File: src/rtl/sys_arr_ctrl_if.sv
// sys_arr_ctrl_if: bundle between the host/array side and the systolic-array
// sequencer.
//   start, num_vec           host job request (driven by master)
//   busy, done               job status back to the host
//   wbuf_rd, wbuf_addr       weight-buffer read port (1-cycle latency)
//   wwrite                   weight latch strobe shared by all rows
//   dbuf_rd, dbuf_addr       data-buffer read port (1-cycle latency)
//   active[ROWS-1:0]         per-row active, bit r drives row r
//   out_valid, out_addr      bottom-row result capture strobe and vector index
interface sys_arr_ctrl_if #(
  parameter int ROWS    = 2,
  parameter int VEC_W   = 8,
  parameter int WADDR_W = 4
);
  logic               start;
  logic [VEC_W-1:0]   num_vec;
  logic               busy;
  logic               done;
  logic               wbuf_rd;
  logic [WADDR_W-1:0] wbuf_addr;
  logic               wwrite;
  logic               dbuf_rd;
  logic [VEC_W-1:0]   dbuf_addr;
  logic [ROWS-1:0]    active;
  logic               out_valid;
  logic [VEC_W-1:0]   out_addr;

  modport master (
    output start, num_vec,
    input  busy, done, wbuf_rd, wbuf_addr, wwrite, dbuf_rd, dbuf_addr,
           active, out_valid, out_addr
  );

  modport slave (
    input  start, num_vec,
    output busy, done, wbuf_rd, wbuf_addr, wwrite, dbuf_rd, dbuf_addr,
           active, out_valid, out_addr
  );
endinterface

File: src/rtl/sys_arr_ctrl.sv
// sys_arr_ctrl: one-job-per-start sequencer for a ROWS x COLS systolic array.
// Preloads weights bottom row first, streams num_vec vectors with per-row
// skew, then tracks results leaving the bottom of the array.
// Ports:
//   clk    rising-edge clock
//   rst_n  synchronous active-low reset
//   bus    sys_arr_ctrl_if.slave (host handshake, buffer reads, array controls)
// All outputs come straight from flops.
//
// state   | meaning
// --------+-----------------------------------------------------------
// S_IDLE  | waiting for start; latches num_vec on accept
// S_LOAD_W| reading weight rows ROWS-1 down to 0 (one per cycle)
// S_FEED  | reading data vectors 0..N-1 (one per cycle)
// S_DRAIN | waiting for the N-th bottom-row result
// S_DONE  | single cycle, done pulse, then back to idle
module sys_arr_ctrl #(
  parameter int ROWS    = 2,
  parameter int COLS    = 2,
  parameter int VEC_W   = 8,
  parameter int WADDR_W = 4
) (
  input  logic         clk,
  input  logic         rst_n,
  sys_arr_ctrl_if.slave bus
);

  typedef enum logic [2:0] {
    S_IDLE,
    S_LOAD_W,
    S_FEED,
    S_DRAIN,
    S_DONE
  } state_t;

  // Result latency from active[0] to the bottom-row output.
  localparam int LAT = ROWS + COLS;
  localparam logic [WADDR_W-1:0] WADDR_TOP = WADDR_W'(ROWS - 1);

  state_t             state_q, state_d;
  logic [VEC_W-1:0]   n_q, n_d;
  logic [VEC_W-1:0]   n_last;
  logic               wbuf_rd_q, wbuf_rd_d;
  logic [WADDR_W-1:0] wbuf_addr_q, wbuf_addr_d;
  logic               dbuf_rd_q, dbuf_rd_d;
  logic [VEC_W-1:0]   dbuf_addr_q, dbuf_addr_d;
  logic [VEC_W-1:0]   out_addr_q, out_addr_d;
  logic               busy_q, busy_d;
  logic               done_q, done_d;
  logic               wwrite_q;
  logic [ROWS-1:0]    active_q;
  logic [LAT-1:0]     vld_q;
  logic               out_valid;

  assign n_last    = n_q - VEC_W'(1);
  assign out_valid = vld_q[LAT-1];

  always_ff @(posedge clk) begin
    if (!rst_n) begin
      state_q     <= S_IDLE;
      n_q         <= '0;
      wbuf_rd_q   <= 1'b0;
      wbuf_addr_q <= '0;
      dbuf_rd_q   <= 1'b0;
      dbuf_addr_q <= '0;
      out_addr_q  <= '0;
      busy_q      <= 1'b0;
      done_q      <= 1'b0;
      wwrite_q    <= 1'b0;
      active_q    <= '0;
      vld_q       <= '0;
    end else begin
      state_q     <= state_d;
      n_q         <= n_d;
      wbuf_rd_q   <= wbuf_rd_d;
      wbuf_addr_q <= wbuf_addr_d;
      dbuf_rd_q   <= dbuf_rd_d;
      dbuf_addr_q <= dbuf_addr_d;
      out_addr_q  <= out_addr_d;
      busy_q      <= busy_d;
      done_q      <= done_d;
      // Buffer reads have one cycle of latency, so the array controls
      // trail the read enables by one cycle.
      wwrite_q    <= wbuf_rd_q;
      active_q[0] <= dbuf_rd_q;
      for (int r = 1; r < ROWS; r++) begin
        active_q[r] <= active_q[r-1];
      end
      vld_q[0] <= active_q[0];
      for (int i = 1; i < LAT; i++) begin
        vld_q[i] <= vld_q[i-1];
      end
    end
  end

  always_comb begin
    state_d     = state_q;
    n_d         = n_q;
    wbuf_rd_d   = 1'b0;
    wbuf_addr_d = wbuf_addr_q;
    dbuf_rd_d   = 1'b0;
    dbuf_addr_d = dbuf_addr_q;
    out_addr_d  = out_valid ? out_addr_q + VEC_W'(1) : out_addr_q;

    case (state_q)
      S_IDLE: begin
        if (bus.start) begin
          n_d         = bus.num_vec;
          out_addr_d  = '0;
          dbuf_addr_d = '0;
          if (bus.num_vec == '0) begin
            state_d = S_DONE;
          end else begin
            state_d     = S_LOAD_W;
            wbuf_rd_d   = 1'b1;
            wbuf_addr_d = WADDR_TOP;
          end
        end
      end
      S_LOAD_W: begin
        // wbuf_addr doubles as the row down-counter; row 0 is the last read.
        if (wbuf_addr_q == '0) begin
          state_d     = S_FEED;
          dbuf_rd_d   = 1'b1;
          dbuf_addr_d = '0;
        end else begin
          wbuf_rd_d   = 1'b1;
          wbuf_addr_d = wbuf_addr_q - WADDR_W'(1);
        end
      end
      S_FEED: begin
        if (dbuf_addr_q == n_last) begin
          state_d = S_DRAIN;
        end else begin
          dbuf_rd_d   = 1'b1;
          dbuf_addr_d = dbuf_addr_q + VEC_W'(1);
        end
      end
      S_DRAIN: begin
        if (out_valid && (out_addr_q == n_last)) begin
          state_d = S_DONE;
        end
      end
      S_DONE: begin
        state_d = S_IDLE;
      end
      default: begin
        state_d = S_IDLE;
      end
    endcase

    busy_d = (state_d == S_LOAD_W) || (state_d == S_FEED) || (state_d == S_DRAIN);
    done_d = (state_d == S_DONE);
  end

  assign bus.busy      = busy_q;
  assign bus.done      = done_q;
  assign bus.wbuf_rd   = wbuf_rd_q;
  assign bus.wbuf_addr = wbuf_addr_q;
  assign bus.wwrite    = wwrite_q;
  assign bus.dbuf_rd   = dbuf_rd_q;
  assign bus.dbuf_addr = dbuf_addr_q;
  assign bus.active    = active_q;
  assign bus.out_valid = out_valid;
  assign bus.out_addr  = out_addr_q;

endmodule
File: src/flat_wrapper.sv
// flat-port wrapper written by rule: the top's interface ports become plain ports
module sys_arr_ctrl_flat 
#(
  parameter int ROWS    = 2,
  parameter int COLS    = 2,
  parameter int VEC_W   = 8,
  parameter int WADDR_W = 4
)
  (clk, rst_n, bus_start, bus_num_vec, bus_busy, bus_done, bus_wbuf_rd, bus_wbuf_addr, bus_wwrite, bus_dbuf_rd, bus_dbuf_addr, bus_active, bus_out_valid, bus_out_addr);
  sys_arr_ctrl_if #(.ROWS(ROWS), .VEC_W(VEC_W), .WADDR_W(WADDR_W)) bus_i ();
  input  logic clk;
  input  logic rst_n;
  input wire logic [$bits(bus_i.start)-1:0] bus_start;
  input wire logic [$bits(bus_i.num_vec)-1:0] bus_num_vec;
  output wire logic [$bits(bus_i.busy)-1:0] bus_busy;
  output wire logic [$bits(bus_i.done)-1:0] bus_done;
  output wire logic [$bits(bus_i.wbuf_rd)-1:0] bus_wbuf_rd;
  output wire logic [$bits(bus_i.wbuf_addr)-1:0] bus_wbuf_addr;
  output wire logic [$bits(bus_i.wwrite)-1:0] bus_wwrite;
  output wire logic [$bits(bus_i.dbuf_rd)-1:0] bus_dbuf_rd;
  output wire logic [$bits(bus_i.dbuf_addr)-1:0] bus_dbuf_addr;
  output wire logic [$bits(bus_i.active)-1:0] bus_active;
  output wire logic [$bits(bus_i.out_valid)-1:0] bus_out_valid;
  output wire logic [$bits(bus_i.out_addr)-1:0] bus_out_addr;
  assign bus_i.start = bus_start;
  assign bus_i.num_vec = bus_num_vec;
  assign bus_busy = bus_i.busy;
  assign bus_done = bus_i.done;
  assign bus_wbuf_rd = bus_i.wbuf_rd;
  assign bus_wbuf_addr = bus_i.wbuf_addr;
  assign bus_wwrite = bus_i.wwrite;
  assign bus_dbuf_rd = bus_i.dbuf_rd;
  assign bus_dbuf_addr = bus_i.dbuf_addr;
  assign bus_active = bus_i.active;
  assign bus_out_valid = bus_i.out_valid;
  assign bus_out_addr = bus_i.out_addr;
  sys_arr_ctrl #(.ROWS(ROWS), .COLS(COLS), .VEC_W(VEC_W), .WADDR_W(WADDR_W)) u_core (.clk(clk), .rst_n(rst_n), .bus(bus_i));
endmodule
File: config.mk
export PLATFORM = sky130hd
export DESIGN_NAME = sys_arr_ctrl_flat
export DESIGN_NICKNAME = d
export VERILOG_FILES = /design/src/rtl/sys_arr_ctrl_if.sv /design/src/rtl/sys_arr_ctrl.sv /design/src/flat_wrapper.sv
export SDC_FILE = /design/constraint.sdc
export NUM_CORES = 1
export LEC_CHECK = 0
export CAP_MARGIN = 30
export CORE_MARGIN = 2
export CORE_UTILIZATION = 45
export DETAILED_ROUTE_END_ITERATION = 16
export GPL_TIMING_DRIVEN = 1
export PLACE_DENSITY_LB_ADDON = 0.3
export SYNTH_ARGS = -nofsm -noshare
export SYNTH_HDL_FRONTEND = slang
export SYNTH_SLANG_ARGS = --single-unit
File: constraint.sdc
create_clock -name clk -period 2.99 [get_ports clk]
set_input_delay 0.4485 -clock clk [delete_from_list [all_inputs] [get_ports clk]]
set_output_delay 0.4485 -clock clk [all_outputs]
set_load 0.005 [all_outputs]
---- Yosys cells after proc, flatten, opt, wreduce, memory -nomap -nowiden ----
Index checks and enable logic that the tools add are counted.
storage, ports and cells
  bits in registers ....................... 42
  input bits .............................. 11
  output and inout port bits .............. 28
  word-level logic and storage cells ...... 65
cells by class
  add/sub/neg operators ................... 4
  equal/unequal tests ..................... 14
  muxes and demuxes ....................... 24
  reduce and logical (&&, ||, !) cells .... 11
operator list
  cell                 count
  $mux 8               6
  $pmux 8 s3           1
  $add 8x1->8 const B  2
  $eq 8x8->1           2
  $mux 3               5
  $eq 3x2->1 const B   4
  $mux 4               3
  $pmux 3 s4           1
  $logic_not 8->1      1
  $ne 2x2->1 const B   4
  $pmux 4 s2           1
  $reduce_and 4->1     2
  $sub 8x1->8 const B  1
  $eq 3x1->1 const B   2
  $mux 1               5
  $logic_not 4->1      1
  $pmux 1 s2           2
  $sub 4x1->4 const B  1
  $eq 3x3->1 const B   1
  $logic_not 3->1      1
  $reduce_bool 3->1    1
  $logic_or 1x1->1     2
  $ne 2x1->1 const B   1
  $reduce_and 2->1     1
  other kinds (2)      2

---- Logic depth before layout (Yosys ltp) ----
Gate-level depths: netlist of run 1.
  word-level depth ........................ 8
  gate-level depth with buffers ........... 10
  mapped depth without buffers ............ 8

---- Least setup slack after synthesis of run 1 ----
No wires, ideal clock.
  path type ............................... flip-flop to flip-flop
  start ................................... register u_core.n_q[0]
  end ..................................... register u_core.dbuf_addr_q[1], in the netlist u_core.bus.dbuf_addr[1]
  setup time .............................. 0.075 ns
  data arrival time ....................... 2.294 ns
  data required time ...................... 2.915 ns
  slack ................................... 0.621 ns
  stages on the path, launching flop included .. 10
  path buffers ............................ 1
  clock period less this slack ............ 2.369 ns
  cell sequence ........................... dfxtp_1 inv_1 ha_1 clkbuf_1 xnor2_1 or3b_2 o211a_1 nor4b_2 mux2_1 o22ai_1
between the ends
  cells in the longest elaborated chain, start to end .. 4
RTL lines
  what                               line                 text
  from (decl)                        sys_arr_ctrl.sv:41   logic [VEC_W-1:0] n_q, n_d;
  from (signal assigned)             sys_arr_ctrl.sv:74   n_q <= n_d;
  $sub 8x1->8                        sys_arr_ctrl.sv:55   assign n_last = n_q - VEC_W'(1);
  $eq 8x8->1                         sys_arr_ctrl.sv:132  if (dbuf_addr_q == n_last) begin
  $ne 2x2->1 (no source line)        n/a
  $reduce_and 4->1 (no source line)  n/a
  to (signal assigned)               sys_arr_ctrl.sv:78   dbuf_addr_q <= dbuf_addr_d;
  to (decl)                          sys_arr_ctrl.sv:46   logic [VEC_W-1:0] dbuf_addr_q, dbuf_addr_d;
No other way between the ends.
A chain may end at the register's enable or synchronous reset.

---- Worst setup path in the final report of run 1 ----
  start ................................... register u_core.n_q[0]
  end ..................................... register u_core.dbuf_addr_q[4], in the netlist u_core.bus.dbuf_addr[4]
The elaborated chain is that of the path after synthesis.

==> results of run 1 <==
sequential cells by signal, summed over array words and instances, names as in the netlist:
name / cells
u_core.bus.active: 1
u_core.bus.busy: 1
u_core.bus.dbuf_addr: 8
u_core.bus.dbuf_rd: 1
u_core.bus.done: 1
u_core.bus.out_addr: 8
u_core.bus.wbuf_addr: 4
u_core.bus.wbuf_rd: 1
u_core.bus.wwrite: 1
u_core.n_q: 8
u_core.state_q: 3
u_core.vld_q: 4
power by group:
part | switching [mW] | total (mW) | internal [mW] | leakage, nW
Clock | 0.204 | 0.540 | 0.336 | 0.0687
Combinational | 0.147 | 0.291 | 0.144 | 0.592
Sequential | 0.0357 | 0.609 | 0.573 | 0.333
cell families (layout without fill, tap and decap cells):
group | Yosys count | in the layout | synth area share
and+or+nand+nor | 111 | 111 | 0.273
muxes | 2 | 2 | 0.00960
DFF | 41 | 41 | 0.371
AOI/OAI and AO/OA | 54 | 54 | 0.159
buffers and inverters | 24 | 58 | 0.0463
adders and majority gates | 5 | 5 | 0.0282
xor gates and xnor gates | 27 | 27 | 0.113
path summary, 6_finish.rpt:
path | end | slack, ps
hold / removal | u_core.vld_q[3]$_SDFF_PN0_ | 440
setup reg to reg | u_core.bus.dbuf_addr[4]$_SDFFE_PN0P_ | 390
setup / recovery | u_core.bus.dbuf_addr[4]$_SDFFE_PN0P_ | 390
hold reg to reg | u_core.vld_q[3]$_SDFF_PN0_ | 440
routing by layer:
metal,global-route usage,vias to the layer above,part of all wire,wire [µm]
met3,0.0298,7,0.043,211
met1,0.263,922,0.49,2390
li1,-,988,-,-
met2,0.303,37,0.45,2190
met5,0,-,0,0
met4,0.0667,0,0.014,66
worst max-delay path: stages (launching register included):
cell     delay, ps
dfxtp_1        450
inv_1           70
ha_1           290
xnor2_1        150
or3b_2         460
o211a_1        170
nor4_4         630
or3_1          200
a21oi_1         60
final cells by class:
class                      instances  area, µm²  area share
multi-input combinational        199       1290       0.465
sequential                        41        821       0.296
timing repair buffer              42        410       0.148
tap                               67       83.8      0.0302
clock buffer                       5       68.8      0.0248
clock inverter                     3       68.8      0.0248
inverter                           8       30.0      0.0108
metrics by stage:
stage | total power [mW] | area (µm²)
after global routing | 1.51 | 2770
after CTS | 1.45 | 2770
final | 1.44 | 2770
after detailed placement | 0.911 | 2640
after floorplan | 0.816 | 2210
after global placement | 0.905 | 2640
cells in the final DEF, fill, tap and decap left out, types with 5 or more instances in the layout:
cell type,instances
dfxtp_1,41
clkdlybuf4s50_1,38
nand2_1,29
nor2_1,19
a21oi_1,18
xnor2_1,15
xor2_1,11
and2_1,11
or3_1,10
inv_1,8
nand3_1,7
o21ai_1,7
nand2b_1,6
nor3_1,5
ha_1,5
clkbuf_8,5
==> flow_summary.json, run 1 <==
{
  "hold_buffers": 0,
  "grt_pass1_vias": 1822,
  "io_buffers": 38,
  "netlist_top_cells_area": "dfxtp_1 37%, xnor2_1 5.9%, nand2_1 4.9%",
  "fin_ws_ps": 394,
  "grt_setup_unrepaired": "no",
  "fp.coreArea_um2": 4720,
  "drt_iter0_drc": 88,
  "clk_pin_slew_ps": 80,
  "final.period_utilization": 0.868,
  "synth_warnings": 0,
  "cts_buffers": 5,
  "wirelength_um": 4870,
  "grt_max_degree": 17,
  "netlist_instances": 264,
  "ant_nets": 0,
  "dp_cells": 357,
  "gr-total-overflow": 0,
  "drv_slew": 0,
  "r2r-start": "u_core.n_q[0]$_SDFFE_PN0P_",
  "setup.worst_path.class": "reg2reg",
  "route.vias.total": 1954,
  "post_cts_resize_count": 0,
  "skew_ps": 6.26,
  "min_period_ps": 2600,
  "clkLatencyLatePin_ps": 290,
  "cts.sink_count": 41,
  "cts_buffer_depth": 2,
  "fillers": 424,
  "final_cells": 365,
  "synth-seq-cells": 41,
  "dr.pass1.iters": 4,
  "htreeDepth": 2,
  "synth_top_area_frac": 0.371,
  "track_usage": 0.190,
  "r2r_cells": 8,
  "grt_pass1_wl_um": 8260,
  "die_w_um": 74.2,
  "critPathLaunch": "u_core.n_q[0]$_SDFFE_PN0P_",
  "area_growth_pct": 25.3,
  "postSynthAreaPerCell_um2": 8.39,
  "maxCapViolCount": 0,
  "finalSetupViolCount": 0,
  "grt_antenna_before_repair": 0,
  "netlist-cell-type-count": 54,
  "drc": 0,
  "ios": 39,
  "crit_required_ps": 3180,
  "drive_above_1_share": 0.0604,
  "holdWs_ps": 439,
  "cts_setup_buffers": 0,
  "min_path_cells": 1,
  "utilization": 0.587,
  "synth_area_leader_cell": "dfxtp_1",
  "worstPathMaxFanout": 15,
  "dp_worst_setup_slack_ps": 409,
  "status": "finished clean",
  "worst_ep_arrival_time_ps": 2780,
  "netlist_area_um2": 2210,
  "syn_nets": 280,
  "min_from": "u_core.vld_q[2]$_SDFF_PN0_",
  "hp-class": "reg2reg",
  "rows": 25,
  "synth-main-ff-cell": "dfxtp_1",
  "nets": 313,
  "synth_most_common_cell": "dfxtp_1",
  "die_h_um": 74.2,
  "timing.fmax_mhz": 385,
  "power.density_nw_per_um2": 519,
  "drt-wirelength-per-cell_um": 13.3,
  "p_leak_nw": 0.994,
  "ys_seq_area_frac": 0.371,
  "cts_root_buffer": "clkbuf_8",
  "viasPerCell": 5.35,
  "cp-start-kind": "flop",
  "cts_tree": "built",
  "ir_worst_vdd_mv": 0.282,
  "yosys-top-cells-count": "41 x dfxtp_1, 29 x nand2_1, 19 x nor2_1",
  "end_kind": "flop",
  "diodes": 0,
  "synth-async-reset-ratio": 0,
  "globalplace.congestion": 0.821,
  "worst_slew_pin_slew_ps": 644,
  "start_util": 0.469,
  "finalHoldViolCount": 0,
  "hpwl_um": 3570,
  "design.die.area_um2": 5500,
  "fin_setup_tns_ps": 0,
  "synth-edff-count": 0,
  "slew_headroom": 0.568
}
Power figures use the tool's default switching activity.
==> inputs of run 2 (changes only) <==
Settings changed: PLACE_DENSITY set to 0.77, PLACE_DENSITY_LB_ADDON 0.3 to not set.
==> run 2 against run 1 <==
Global-route usage is 0.56 points lower. Sequential power barely moved. Largest cell class unchanged. Highest routed layer unchanged. Total power is 10% lower. Clock skew grew 2.3 ps.
==> flow_summary.json, run 2 (synthesized netlist as in run 1, its figures left out) <==
{
  "final_area_um2": 2740,
  "final_common_cell": "dfxtp_1",
  "clk_pin_slew_ps": 80,
  "cpLargestDelayFamily": "simple AND/OR/NAND/NOR gates",
  "nets": 313,
  "clkLatencyLatePin_ps": 290,
  "power.density_nw_per_um2": 473,
  "grt_pass1_wl_um": 7960,
  "cp-start-kind": "flop",
  "p_leak_nw": 0.979,
  "grt_pass1_vias": 1743,
  "hpwl_um": 3540,
  "crit_chain": "inv_1 -> ha_1 -> xnor2_1 -> or3b_2 -> o211a_1 -> nor4_4 -> o21ai_1 -> a21oi_1",
  "start_util": 0.469,
  "worst_path_largest_cell_delay_ps": 650,
  "hold_buffers": 0,
  "htreeDepth": 2,
  "die_h_um": 74.2,
  "dp_cells": 357,
  "place_area_um2": 2640,
  "cts_buffers": 5,
  "slew_headroom": 0.552,
  "grt_max_degree": 17,
  "fp.coreArea_um2": 4720,
  "viasPerCell": 5.32,
  "fin_ws_ps": 397,
  "globalplace.congestion": 0.818,
  "dp_worst_setup_slack_ps": 409,
  "drv_slew": 0,
  "route.vias.total": 1941,
  "fin_setup_tns_ps": 0,
  "final.period_utilization": 0.867,
  "crit_slowest_cell": "nor4_4",
  "fillers": 436,
  "worstPathMaxFanout": 15,
  "end_kind": "flop",
  "ios": 39,
  "design.die.area_um2": 5500,
  "drc": 0,
  "worst_slew_pin_slew_ps": 667,
  "cts.sink_count": 41,
  "min_period_ps": 2590,
  "drt_iter0_drc": 91,
  "timing.fmax_mhz": 386,
  "cts_buffer_depth": 2,
  "drt-wirelength-per-cell_um": 13.3,
  "setup.worst_path.class": "reg2reg",
  "cp_num_buf_inv": 1,
  "cts_root_buffer": "clkbuf_8",
  "critPathLaunch": "u_core.n_q[0]$_SDFFE_PN0P_",
  "wirelength_um": 4850,
  "track_usage": 0.185,
  "crit_required_ps": 3210,
  "r2r-start": "u_core.n_q[0]$_SDFFE_PN0P_",
  "post_cts_resize_count": 0,
  "hp-class": "reg2reg",
  "finalHoldViolCount": 0,
  "worst_ep_arrival_time_ps": 2820,
  "min_from": "u_core.vld_q[2]$_SDFF_PN0_",
  "cts_setup_buffers": 0,
  "mostFrequentLayoutCells": "41 x dfxtp_1, 38 x clkdlybuf4s50_1, 29 x nand2_1",
  "maxCapViolCount": 0,
  "ant_nets": 0,
  "skew_ps": 8.55,
  "finalSetupViolCount": 0,
  "dr.pass1.iters": 4,
  "area_growth_pct": 23.6,
  "diodes": 0,
  "die_w_um": 74.2,
  "io_buffers": 38,
  "cts_tree": "built",
  "multi_input_area_um2": 1290,
  "grt_antenna_before_repair": 0,
  "register_area_um2": 821,
  "ir_worst_vdd_mv": 0.274,
  "final_cells": 365,
  "rows": 25,
  "gr-total-overflow": 0,
  "grt_setup_unrepaired": "no",
  "status": "finished clean",
  "drive_above_1_share": 0.0604
}
[run 2: through the flow]
step           hold slack, ps  utilization  total power [mW]
6_report                  434        0.580              1.30
5_1_grt                   448        0.580              1.36
4_1_cts                   440        0.580              1.30
3_5_place_dp              423        0.558             0.909
3_3_place_gp              414        0.558             0.904
2_1_floorplan             412            -             0.816
[run 2: final timing paths]
kind	end	slack [ps]	depth (start not counted)
worst max-delay path	u_core.bus.dbuf_addr[3]$_SDFFE_PN0P_	400	8
worst min-delay path	u_core.vld_q[3]$_SDFF_PN0_	430	1
worst max register to register	u_core.bus.dbuf_addr[3]$_SDFFE_PN0P_	400	8
worst min register to register	u_core.vld_q[3]$_SDFF_PN0_	430	1
[run 2: metal layers]
| metal | GRT usage | vias to the layer above | part of all wire |
|---|---|---|---|
| met1 | 0.261 | 900 | 0.49 |
| met4 | 0.0667 | 0 | 0.017 |
| met2 | 0.286 | 44 | 0.45 |
| li1 | - | 990 | - |
| met5 | 0 | - | 0 |
| met3 | 0.0298 | 7 | 0.039 |
[run 2: worst register-to-register path, cell delays in order (launching register included)]
cell     delay (ps)
dfxtp_1         440
inv_1            70
ha_1            290
xnor2_1         150
or3b_2          460
o211a_1         170
nor4_4          650
o21ai_1         150
a21oi_1         160
[run 2: where the power goes]
group / leakage (nW) / internal [mW] / switching (mW) / total [mW]
sequential: 0.333 / 0.573 / 0.0346 / 0.608
combinational: 0.592 / 0.144 / 0.148 / 0.292
clock: 0.0542 / 0.209 / 0.187 / 0.396
total: 0.979 / 0.926 / 0.370 / 1.30
[run 2: final cells by class]
type,instances,share of cell area
clock buffer,7,0.0352
clock inverter,1,0.00183
inverter,8,0.0110
multi-input combinational,199,0.472
sequential,41,0.300
tap,67,0.0306
timing repair buffer,42,0.150
==> inputs of run 3 (changes only) <==
Settings changed: CTS_CLUSTER_SIZE set to 12, SETUP_SLACK_MARGIN set to 0.5.
==> run 3 against run 2 <==
Maximum frequency up 9.0%. Highest routed layer unchanged. Non-clock buffer count up 1. Routed wire length up 1.1%. Cell count up 0.27%. Via count up 0.67%. Clock power up 1%.
==> flow_summary.json, run 3 (synthesized netlist as in run 1, its figures left out) <==
{
  "status": "finished clean",
  "dr_wl_met3_um": 182,
  "ios": 39,
  "drv_slew": 0,
  "skew_ps": 11.9,
  "io_buffers": 38,
  "drt-wirelength-per-cell_um": 13.4,
  "cts_root_buffer": "clkbuf_8",
  "clk_pin_slew_ps": 80,
  "min_period_ps": 2380,
  "htreeDepth": 2,
  "grt_setup_unrepaired": "no",
  "cp-start-kind": "flop",
  "cts_buffers": 5,
  "fin_ws_ps": 611,
  "final_common_cell": "dfxtp_1",
  "hold_buffers": 0,
  "mostFrequentLayoutCells": "40 x dfxtp_1, 38 x clkdlybuf4s50_1, 29 x nand2_1",
  "slew_headroom": 0.672,
  "finalHoldViolCount": 0,
  "hp-class": "reg2reg",
  "grt_pass1_wl_um": 7960,
  "gr-total-overflow": 0,
  "drive_above_1_share": 0.0769,
  "cts.sink_count": 41,
  "drt-met1-wl_um": 2400,
  "routed.top_layer": "met4",
  "wirelength_um": 4900,
  "setup.worst_path.class": "reg2reg",
  "design.die.area_um2": 5500,
  "p_leak_nw": 0.993,
  "cpLargestDelayFamily": "simple AND/OR/NAND/NOR gates",
  "r2r_setup_slack_ps": 610,
  "route.vias.total": 1954,
  "power.density_nw_per_um2": 473,
  "dr.pass1.iters": 4,
  "die_w_um": 74.2,
  "area_growth_pct": 25.0,
  "worst_ep_arrival_time_ps": 2600,
  "globalplace.congestion": 0.818,
  "viasPerCell": 5.34,
  "drc": 0,
  "start_util": 0.469,
  "maxCapViolCount": 0,
  "drt_iter0_drc": 126,
  "worstPathMaxFanout": 6,
  "crit_chain": "or4_1 -> o41a_1 -> nor4b_4 -> mux2_1 -> o22ai_1",
  "crit_slowest_cell": "or4_1",
  "diodes": 0,
  "crit_required_ps": 3210,
  "cp_num_buf_inv": 0,
  "grt_max_degree": 17,
  "cts_buffer_depth": 2,
  "rows": 25,
  "die_h_um": 74.2,
  "final.period_utilization": 0.796,
  "p_int_mw": 0.930,
  "finalSetupViolCount": 0,
  "fp.coreArea_um2": 4720,
  "ir_worst_vdd_mv": 0.277,
  "timing.fmax_mhz": 420,
  "nets": 314,
  "clkLatencyLatePin_ps": 300,
  "dp_worst_setup_slack_ps": 409,
  "worst_path_largest_cell_delay_ps": 640,
  "end_kind": "flop",
  "cts_tree": "built",
  "hpwl_um": 3540,
  "power.share.clock": 0.306,
  "grt_pass1_vias": 1751,
  "fin_setup_tns_ps": 0,
  "ant_nets": 0,
  "power_switching_share": 0.290,
  "switching_power_mw": 0.379,
  "comb_power_share": 0.230,
  "worst_slew_pin_slew_ps": 491,
  "grt_antenna_before_repair": 0,
  "wl_met2_um": 2240,
  "pwr-share-seq": 0.465,
  "track_usage": 0.184
}
run 3: metal layers:
metal | up-vias | global-route usage
li1 | 993 | -
met5 | - | 0
met1 | 910 | 0.259
met2 | 44 | 0.288
met3 | 7 | 0.0298
met4 | 0 | 0.0667
run 3: worst reg2reg max path, stage by stage (launching register included):
cell and delay [ps]:
dfxtp_2 360, or4_1 640, o41a_1 530, nor4b_4 320, mux2_1 350, o22ai_1 110
run 3: worst paths after layout:
check	end	depth (start not counted)	from
hold reg to reg	u_core.vld_q[3]$_SDFF_PN0_	1	u_core.vld_q[2]$_SDFF_PN0_
hold / removal	u_core.vld_q[3]$_SDFF_PN0_	1	u_core.vld_q[2]$_SDFF_PN0_
setup / recovery	u_core.bus.dbuf_addr[1]$_SDFFE_PN0P_	5	u_core.n_q[0]$_SDFFE_PN0P_
setup reg to reg	u_core.bus.dbuf_addr[1]$_SDFFE_PN0P_	5	u_core.n_q[0]$_SDFFE_PN0P_
run 3: final cells by class:
cell class / instances / area (µm²)
Sequential cell: 41 / 822
Fill cell: 434 / 1960
Clock buffer: 7 / 96.3
Inverter: 8 / 30.0
Clock inverter: 1 / 5.00
Tap cell: 67 / 83.8
Timing Repair Buffer: 43 / 418
Multi-Input combinational cell: 199 / 1310
run 3: power groups by stage:
stage	sequential (mW)	combinational [mW]	clock, mW
2_1_floorplan	0.606	0.211	0
3_3_place_gp	0.620	0.284	0
3_5_place_dp	0.620	0.288	0
4_1_cts	0.608	0.291	0.405
5_1_grt	0.614	0.330	0.429
6_report	0.608	0.301	0.400
run 3: what timing repair did:
action,4_1_cts,5_1_grt
setup buffers,1,0
setup endpoints to repair,8,13
gates resized for setup,0,5
pin swaps,1,0
run 3: per-stage QoR:
stage          instances  hold slack (ps)  power (mW)  instance area (µm²)  utilization
2_1_floorplan        264              412       0.816                 2210            -
3_3_place_gp         357              414       0.904                 2640        0.558
3_5_place_dp         357              423       0.909                 2640        0.558
4_1_cts              366              440        1.30                 2750        0.581
5_1_grt              366              448        1.37                 2770        0.586
6_report             366              434        1.31                 2770        0.586
